### src/rtl/hack_pkg.sv
// Shared definitions for the hack word path: word width, slot count and the
// slot-count helper used by the distributor.
package hack_pkg;

    localparam int WORD_W = 16;
    localparam int NSLOTS = 8;
    localparam int SEL_W  = 3;

    typedef logic [WORD_W-1:0] word_t;

    // Number of set bits in a slot mask (0..NSLOTS).
    function automatic logic [3:0] count_ones(input logic [NSLOTS-1:0] v);
        logic [3:0] n;
        n = 4'd0;
        for (int i = 0; i < NSLOTS; i++) begin
            n = n + {3'd0, v[i]};
        end
        return n;
    endfunction

endpackage

### src/rtl/word_slot.sv
// One distributor slot: a data register with load and a full flag that is
// set on load and cleared when the consumer takes the word.
module word_slot
    import hack_pkg::*;
#(
    parameter int WIDTH = WORD_W
) (
    input  logic             clk,
    input  logic             rst,
    input  logic             load,
    input  logic             clear,
    input  logic [WIDTH-1:0] din,
    output logic [WIDTH-1:0] data,
    output logic             full
);

    logic [WIDTH-1:0] data_r;
    logic             full_r;

    // Data register: loaded on accept, deliberately kept on release.
    always_ff @(posedge clk or posedge rst) begin
        if (rst) begin
            data_r <= {WIDTH{1'b0}};
        end else if (load) begin
            data_r <= din;
        end
    end

    // Full flag: load wins, although the top never asserts both together.
    always_ff @(posedge clk or posedge rst) begin
        if (rst) begin
            full_r <= 1'b0;
        end else if (load) begin
            full_r <= 1'b1;
        end else if (clear) begin
            full_r <= 1'b0;
        end
    end

    assign data = data_r;
    assign full = full_r;

endmodule

### src/rtl/dmux8way16_buf.sv
// Registered 1-to-8 word distributor: accepts a word under valid/ready into
// the selected slot and holds it until that slot's consumer acknowledges it.
module dmux8way16_buf
    import hack_pkg::*;
#(
    parameter int WIDTH = WORD_W
) (
    input  logic             clk,
    input  logic             rst,
    input  logic [WIDTH-1:0] in,
    input  logic [2:0]       sel,
    input  logic             in_valid,
    output logic             in_ready,
    output logic [WIDTH-1:0] a,
    output logic [WIDTH-1:0] b,
    output logic [WIDTH-1:0] c,
    output logic [WIDTH-1:0] d,
    output logic [WIDTH-1:0] e,
    output logic [WIDTH-1:0] f,
    output logic [WIDTH-1:0] g,
    output logic [WIDTH-1:0] h,
    output logic [7:0]       out_valid,
    input  logic [7:0]       out_ack,
    output logic [3:0]       occupancy,
    output logic             ack_err
);

    logic [NSLOTS-1:0] full_s;
    logic [NSLOTS-1:0] load_s;
    logic [NSLOTS-1:0] release_s;
    logic              accept_s;
    logic              bad_ack_s;
    logic [3:0]        occ_next_s;
    logic [WIDTH-1:0]  data_s [NSLOTS];
    logic [3:0]        occupancy_r;
    logic              ack_err_r;

    // Readiness depends only on the addressed slot's state: no bypass from acks.
    assign in_ready = ~full_s[sel];
    assign accept_s = in_valid & ~full_s[sel];

    // Load decode, release mask and the occupancy delta for this cycle.
    always_comb begin
        load_s     = {NSLOTS{1'b0}};
        release_s  = out_ack & full_s;
        bad_ack_s  = |(out_ack & ~full_s);
        occ_next_s = occupancy_r;
        if (accept_s) begin
            load_s = 8'h01 << sel;
        end else begin
            load_s = {NSLOTS{1'b0}};
        end
        occ_next_s = occupancy_r + {3'd0, accept_s} - count_ones(release_s);
    end

    // Occupancy counter tracks accepts minus honoured releases.
    always_ff @(posedge clk or posedge rst) begin
        if (rst) begin
            occupancy_r <= 4'd0;
        end else begin
            occupancy_r <= occ_next_s;
        end
    end

    // Sticky error for any ack that hits an empty slot.
    always_ff @(posedge clk or posedge rst) begin
        if (rst) begin
            ack_err_r <= 1'b0;
        end else if (bad_ack_s) begin
            ack_err_r <= 1'b1;
        end
    end

    for (genvar i = 0; i < NSLOTS; i++) begin : g_slot
        word_slot #(.WIDTH(WIDTH)) u_slot (
            .clk   (clk),
            .rst   (rst),
            .load  (load_s[i]),
            .clear (release_s[i]),
            .din   (in),
            .data  (data_s[i]),
            .full  (full_s[i])
        );
    end

    assign a         = data_s[0];
    assign b         = data_s[1];
    assign c         = data_s[2];
    assign d         = data_s[3];
    assign e         = data_s[4];
    assign f         = data_s[5];
    assign g         = data_s[6];
    assign h         = data_s[7];
    assign out_valid = full_s;
    assign occupancy = occupancy_r;
    assign ack_err   = ack_err_r;

endmodule

### config.mk
export PLATFORM = sky130hd
export DESIGN_NAME = dmux8way16_buf
export DESIGN_NICKNAME = d
export VERILOG_FILES = /design/src/rtl/hack_pkg.sv /design/src/rtl/word_slot.sv /design/src/rtl/dmux8way16_buf.sv
export SDC_FILE = /design/constraint.sdc
export NUM_CORES = 1
export LEC_CHECK = 0
export BUFFER_PORTS_ARGS = -buffer_cell sky130_fd_sc_hd__buf_2
export CELL_PAD_IN_SITES_DETAIL_PLACEMENT = 1
export CELL_PAD_IN_SITES_GLOBAL_PLACEMENT = 1
export CORE_ASPECT_RATIO = 1.75
export CORE_UTILIZATION = 42
export CTS_BUF_LIST = sky130_fd_sc_hd__clkbuf_8 sky130_fd_sc_hd__clkbuf_16
export DETAILED_ROUTE_END_ITERATION = 6
export PLACE_DENSITY = 0.78
export SLEW_MARGIN = 10
export SYNTH_ARGS = -nofsm -noshare
export SYNTH_HDL_FRONTEND = slang
export SYNTH_SLANG_ARGS = --single-unit
### constraint.sdc
create_clock -name clk -period 5.5 [get_ports clk]
set_input_delay 0.55 -clock clk [delete_from_list [all_inputs] [get_ports clk]]
set_output_delay 0.55 -clock clk [all_outputs]
set_load 0.1 [all_outputs]
==> impl_metrics.py, run 1 <==
metrics = {
    "placed_design": {
        "dpl.hpwl_mm": 10.7,
        "buffer_ports.inserted": 171,
        "dpl.cell_count": 694,
        "place.gp.congestion": 0.813,
    },
    "timing": {
        "clock.fmax_mhz": 284,
        "report.final.slew_viol_count": 0,
        "finalWorstPathRequiredPeriod_ps": 3520,
        "tns_ps": 0,
        "setup_repair_after_global_routing_missed_its_margin": "no",
        "timing_hold_violations_final": 0,
        "clock-skew-final_ps": 7.27,
        "setup_viol_count_final": 0,
        "tightestPinTransition_ps": 1230,
        "min_period_over_period": 0.640,
        "headroom_to_the_max_slew_limit": 0.177,
    },
    "run_status": {
        "status": "finished, final reports clean",
    },
    "synthesis": {
        "netlist_top_cells_area": "dfrtp_1 60%, mux2_2 23%, mux2_4 2.3%",
        "synthArstFlopShare": 1.00,
        "postSynthCellCount": 364,
        "synth_sequential_area_ratio": 0.601,
        "post_synth_most_frequent_cells": "141 x dfrtp_1, 119 x mux2_2, 16 x inv_1",
        "syn_area_sq_um": 5870,
        "synth_top_area_cell": "dfrtp_1",
        "postSynthRegisterBits": 141,
        "yosysMostFrequentCell": "dfrtp_1",
        "yosysWarnings": 0,
        "synth_enable_flop_cells": 0,
        "synthesis.area_per_instance_sq_um": 16.1,
        "synth_top_area_frac": 0.601,
        "synth_ff_type": "dfrtp_1",
        "synth_cell_type_count": 30,
        "syn-num-nets": 407,
    },
    "clocking": {
        "cts.reportedPaths.clkPinSlew_ps": 60,
        "clk-insertion-delay-late_ps": 410,
        "clock_tree.root_cell": "clkbuf_16",
        "cts_inserted_buffers": 17,
        "number_of_setup_buffers_added_after_cts": 0,
        "clock-sinks": 141,
        "cts_tree": "yes",
        "cts.htree.levels": 4,
        "cts_buffer_depth": 2,
        "post_cts_hold_buffer_count": 0,
        "post_cts.resized_instances": 0,
    },
    "layout": {
        "antenna_cells": 0,
        "multiInputGateArea_sq_um": 2120,
        "final_cell_count_no_fill": 726,
        "nNetsFinal": 582,
        "filler_cell_count": 1353,
        "final_layout_size_suffix_gt1_frac": 0.629,
        "finalCoreUtilization": 0.549,
        "area.growth.synth_to_final_pct": 26.5,
        "seqCellArea_sq_um": 3530,
    },
    "detailed_routing": {
        "remaining_antenna_violation_count_after_routing": 0,
        "first_iter_violations": 97,
        "number_of_vias_after_detailed_routing": 3695,
        "drt-met1-wl_mm": 5.55,
        "detail_route.first_pass.iterations": 4,
        "post_drt_wl_per_cell_um": 20.9,
        "drt-total-wl_mm": 15.2,
        "topRoutingLayerUsed": "met4",
        "met3_length_um": 605,
        "vias_per_cell": 5.09,
        "drc_errors": 0,
        "wl_met2_mm": 8.40,
    },
    "setup_path": {
        "worst-setup-path-type": "flip-flop to flip-flop",
        "setup.worst_path.start_class": "flip-flop",
        "critPathMaxFanout": 6,
        "worstSetupEndpointType": "flip-flop",
        "worst-endpoint-arrival_ps": 3810,
        "crit_required_ps": 5800,
    },
    "grt": {
        "first_global_vias": 4208,
        "global_route.overflow_total": 0,
        "grt_max_degree": 91,
        "grt_antenna_before_repair": 0,
        "groute.usage.overall": 0.224,
        "grt_first_pass_wirelength_mm": 24.0,
    },
    "floorplan": {
        "fp.dieH_um": 158,
        "start_util": 0.434,
        "die_area_sq_um": 14500,
        "io-pin-count": 172,
        "design.core.area_sq_um": 13500,
        "std_cell_rows": 56,
        "floorplan.die.width_um": 91.4,
    },
    "hold_path": {
        "hold_class": "input pin to asynchronous set/reset pin",
    },
    "job": {
        "timing.max_cap.violations": 0,
    },
}
==> cells by family (layout without fill, tap and decap cells) <==
| group | count (synthesis) | after routing | share of synthesized area |
|---|---|---|---|
| AO/OA/AOI/OAI | 14 | 14 | 0.0190 |
| XOR/XNOR | 3 | 3 | 0.00447 |
| adder cells (fa/ha/maj) | 13 | 13 | 0.0354 |
| buffers and inverters | 34 | 222 | 0.0390 |
| flip-flops | 141 | 141 | 0.601 |
| multiplexers | 132 | 132 | 0.259 |
| AND/OR/NAND/NOR | 27 | 27 | 0.0430 |
==> state kept, by name, indices dropped and copies added, names as in the netlist <==
register            count
g_slot.u_slot.data    128
ack_err                 1
occupancy               4
g_slot.u_slot.full      8
==> placed cells by master, fill, tap and decap left out <==
cell type,count
inv_6,4
o2111a_1,1
buf_4,3
a21oi_1,1
clkinvlp_4,2
xor2_1,1
a21o_1,4
bufinv_16,3
nand2b_2,2
buf_2,171
inv_1,16
mux2_4,9
nand2b_4,1
a2bb2oi_1,1
nand3_1,1
mux2_1,3
clkbuf_8,1
and2_1,3
nand2_1,6
mux2_2,119
nor3_4,6
clkinv_4,3
dfrtp_1,141
clkbuf_16,17
mux2i_1,1
o22a_1,1
nor4_4,2
fa_1,6
a21boi_0,1
nand2_2,2
o21bai_1,4
inv_8,2
xnor2_1,2
nor2_1,1
a222oi_1,1
ha_1,7
nand2b_1,3
==> layout make-up <==
class                      instances  share of cell area
sequential                       141               0.475
timing repair buffer             174               0.118
clock inverter                    14              0.0248
inverter                          16             0.00876
clock buffer                      18              0.0591
tap                              174              0.0293
multi-input combinational        189               0.285
==> layer usage <==
layer / track usage / vias to the layer above
li1: - / 1626
met1: 0.240 / 1898
met2: 0.409 / 133
met3: 0.0454 / 38
met4: 0.125 / 0
met5: 0 / -
==> worst max-delay path, cell delays in order (launching register included) <==
cell and delay, ps:
dfrtp_1 480, nand2_1 130, fa_1 460, fa_1 520, inv_1 50, fa_1 410
fa_1 530, inv_1 50, ha_1 290, ha_1 220, xor2_1 150, xnor2_1 130
==> through the flow <==
step	hold WS, ps	area (sq um)	setup WS (ps)
floorplan	567	5870	1170
global placement	466	6810	1970
detailed placement	474	6810	1830
CTS	321	7430	1950
global route	328	7430	1810
finish	287	7430	1980
==> worst paths after layout <==
| path | start | end | slack (ps) | cells after the start |
|---|---|---|---|---|
| max | g_slot[4].u_slot.full | occupancy[3] | 1980 | 11 |
| min | rst | g_slot[1].u_slot.full | 290 | 2 |
| max reg2reg | g_slot[4].u_slot.full | occupancy[3] | 1980 | 11 |
| min reg2reg | ack_err | ack_err | 490 | 2 |
| max in group asynchronous | rst | g_slot[0].u_slot.data[9] | 4000 | 3 |
| min in group clk | out_ack[1] | g_slot[1].u_slot.full | 330 | 2 |
Power of run 1 is not shown: default switching activity piles up to over one toggle a cycle in this logic, so the estimate is an artifact.
==> inputs of run 2 (changes only) <==
- clock period: 5.5 -> 3.4 ns (I/O delays scaled with it)
==> run 2 against run 1 <==
  * Critical path depth decreased by 1
  * Critical path type unchanged
  * Largest cell class unchanged
  * Final area increased by 1.9%
  * Sequential cell count unchanged
  * Highest routed layer unchanged
==> impl_metrics.py, run 2 (same netlist as run 1, synthesis figures left out) <==
metrics = {
    "placed_design": {
        "dpl.hpwl_mm": 11.3,
        "buffer_ports.inserted": 171,
        "place.gp.congestion": 0.813,
    },
    "layout": {
        "filler_cell_count": 1354,
        "final_layout_size_suffix_gt1_frac": 0.641,
        "number_of_flip_flops_under_the_largest_register_name": 128,
        "nNetsFinal": 597,
        "area.growth.synth_to_final_pct": 28.8,
        "layout_commonest_cell": "buf_2",
        "antenna_cells": 0,
        "layout.cells.most_common_list": "171 x buf_2, 140 x dfrtp_1, 119 x mux2_2",
    },
    "timing": {
        "setup_repair_after_global_routing_missed_its_margin": "no",
        "setup_viol_count_final": 0,
        "finalWorstPathRequiredPeriod_ps": 3220,
        "clock-skew-final_ps": 11.1,
        "report.final.slew_viol_count": 0,
        "tightestPinTransition_ps": 752,
        "headroom_to_the_max_slew_limit": 0.495,
        "min_period_over_period": 0.946,
        "clock.fmax_mhz": 311,
        "timing_hold_violations_final": 0,
        "worst_hold_slack_ps": 139,
    },
    "detailed_routing": {
        "number_of_vias_after_detailed_routing": 3717,
        "remaining_antenna_violation_count_after_routing": 0,
        "post_drt_wl_per_cell_um": 21.1,
        "vias_per_cell": 5.02,
        "first_iter_violations": 96,
        "drt-total-wl_mm": 15.6,
        "detail_route.first_pass.iterations": 4,
        "drc_errors": 0,
    },
    "floorplan": {
        "std_cell_rows": 56,
        "start_util": 0.434,
        "io-pin-count": 172,
        "design.core.area_sq_um": 13500,
        "die_area_sq_um": 14500,
        "floorplan.die.width_um": 91.4,
        "fp.dieH_um": 158,
    },
    "setup_path": {
        "worst-endpoint-arrival_ps": 3520,
        "setup.worst_path.start_class": "flip-flop",
        "crit_required_ps": 3700,
        "critPathTopFamily": "adder cells",
        "longest_individual_stage_delay_on_the_worst_path_ps": 520,
        "cp_common_cell": "fa_1",
        "worst-setup-path-type": "flip-flop to flip-flop",
        "cp_slowest_cell": "fa_1",
        "critPathBufInv": 2,
        "path_cells": "fa_1 > fa_1 > inv_1 > fa_2 > fa_1 > inv_1 > ha_1 > ha_1 > xor2_1 > xnor2_1",
        "critPathMaxFanout": 2,
        "worstSetupEndpointType": "flip-flop",
    },
    "grt": {
        "global_route.overflow_total": 0,
        "grt_first_pass_wirelength_mm": 24.4,
        "grt_antenna_before_repair": 0,
        "first_global_vias": 4268,
        "grt_max_degree": 131,
        "groute.usage.overall": 0.232,
    },
    "clocking": {
        "clock_tree.root_cell": "clkbuf_16",
        "cts.htree.levels": 4,
        "cts_buffer_depth": 2,
        "clock-sinks": 141,
        "cts_tree": "yes",
        "cts.reportedPaths.clkPinSlew_ps": 60,
        "clk-insertion-delay-late_ps": 410,
        "cts_inserted_buffers": 17,
    },
    "hold_path": {
        "hold_class": "input pin to flip-flop",
    },
    "run_status": {
        "status": "finished, final reports clean",
    },
    "job": {
        "timing.max_cap.violations": 0,
    },
}
-- run 2: through the flow --
stage / instances / TNS, ps / setup slack (ps) / area [sq um] / util
after global placement: 708 / 0 / 76.6 / 6920 / 0.512
after detailed placement: 708 / -73.7 / -73.7 / 6920 / 0.512
after CTS: 740 / 0 / 36.4 / 7560 / 0.559
after global routing: 740 / 0 / 62.6 / 7570 / 0.560
final: 740 / 0 / 185 / 7570 / 0.560
after floorplan: 364 / 0 / 9.69 / 5880 / -
-- run 2: final cells by class --
class / count / area, sq um / share of cell area
inverters: 16 / 63.8 / 0.00843
clock inverters: 13 / 190 / 0.0251
repair buffers: 189 / 1010 / 0.133
well taps: 174 / 218 / 0.0288
multi-input cells: 189 / 2120 / 0.280
flip-flops and latches: 141 / 3530 / 0.466
clock buffers: 18 / 439 / 0.0580
-- run 2: timing repair --
action                                 in CTS  in global routing
gates resized for setup                     0                  2
setup endpoints to repair                   0                  1
buffers inserted                            0                  0
hold buffers                                1                  0
endpoints found under the hold margin      11                  0
-- run 2: metal layers --
layer	part of all wire	GRT usage
met1	0.35	0.236
met2	0.57	0.435
met3	0.039	0.0564
met4	0.036	0.118
met5	0	0
-- run 2: final timing paths --
| path | from | endpoint | slack, ps | depth (start not counted) |
|---|---|---|---|---|
| min in group asynchronous | rst | g_slot[1].u_slot.data[1] | 430 | 3 |
| worst min-delay path | out_ack[5] | g_slot[5].u_slot.full | 140 | 2 |
| worst max register to register | occupancy[0] | occupancy[3] | 180 | 10 |
| worst min register to register | g_slot[7].u_slot.data[2] | g_slot[7].u_slot.data[2] | 480 | 1 |
| worst max-delay path | occupancy[0] | occupancy[3] | 180 | 10 |
| max in group asynchronous | rst | g_slot[1].u_slot.data[0] | 1990 | 4 |
Power of run 2 is left out for the same reason.
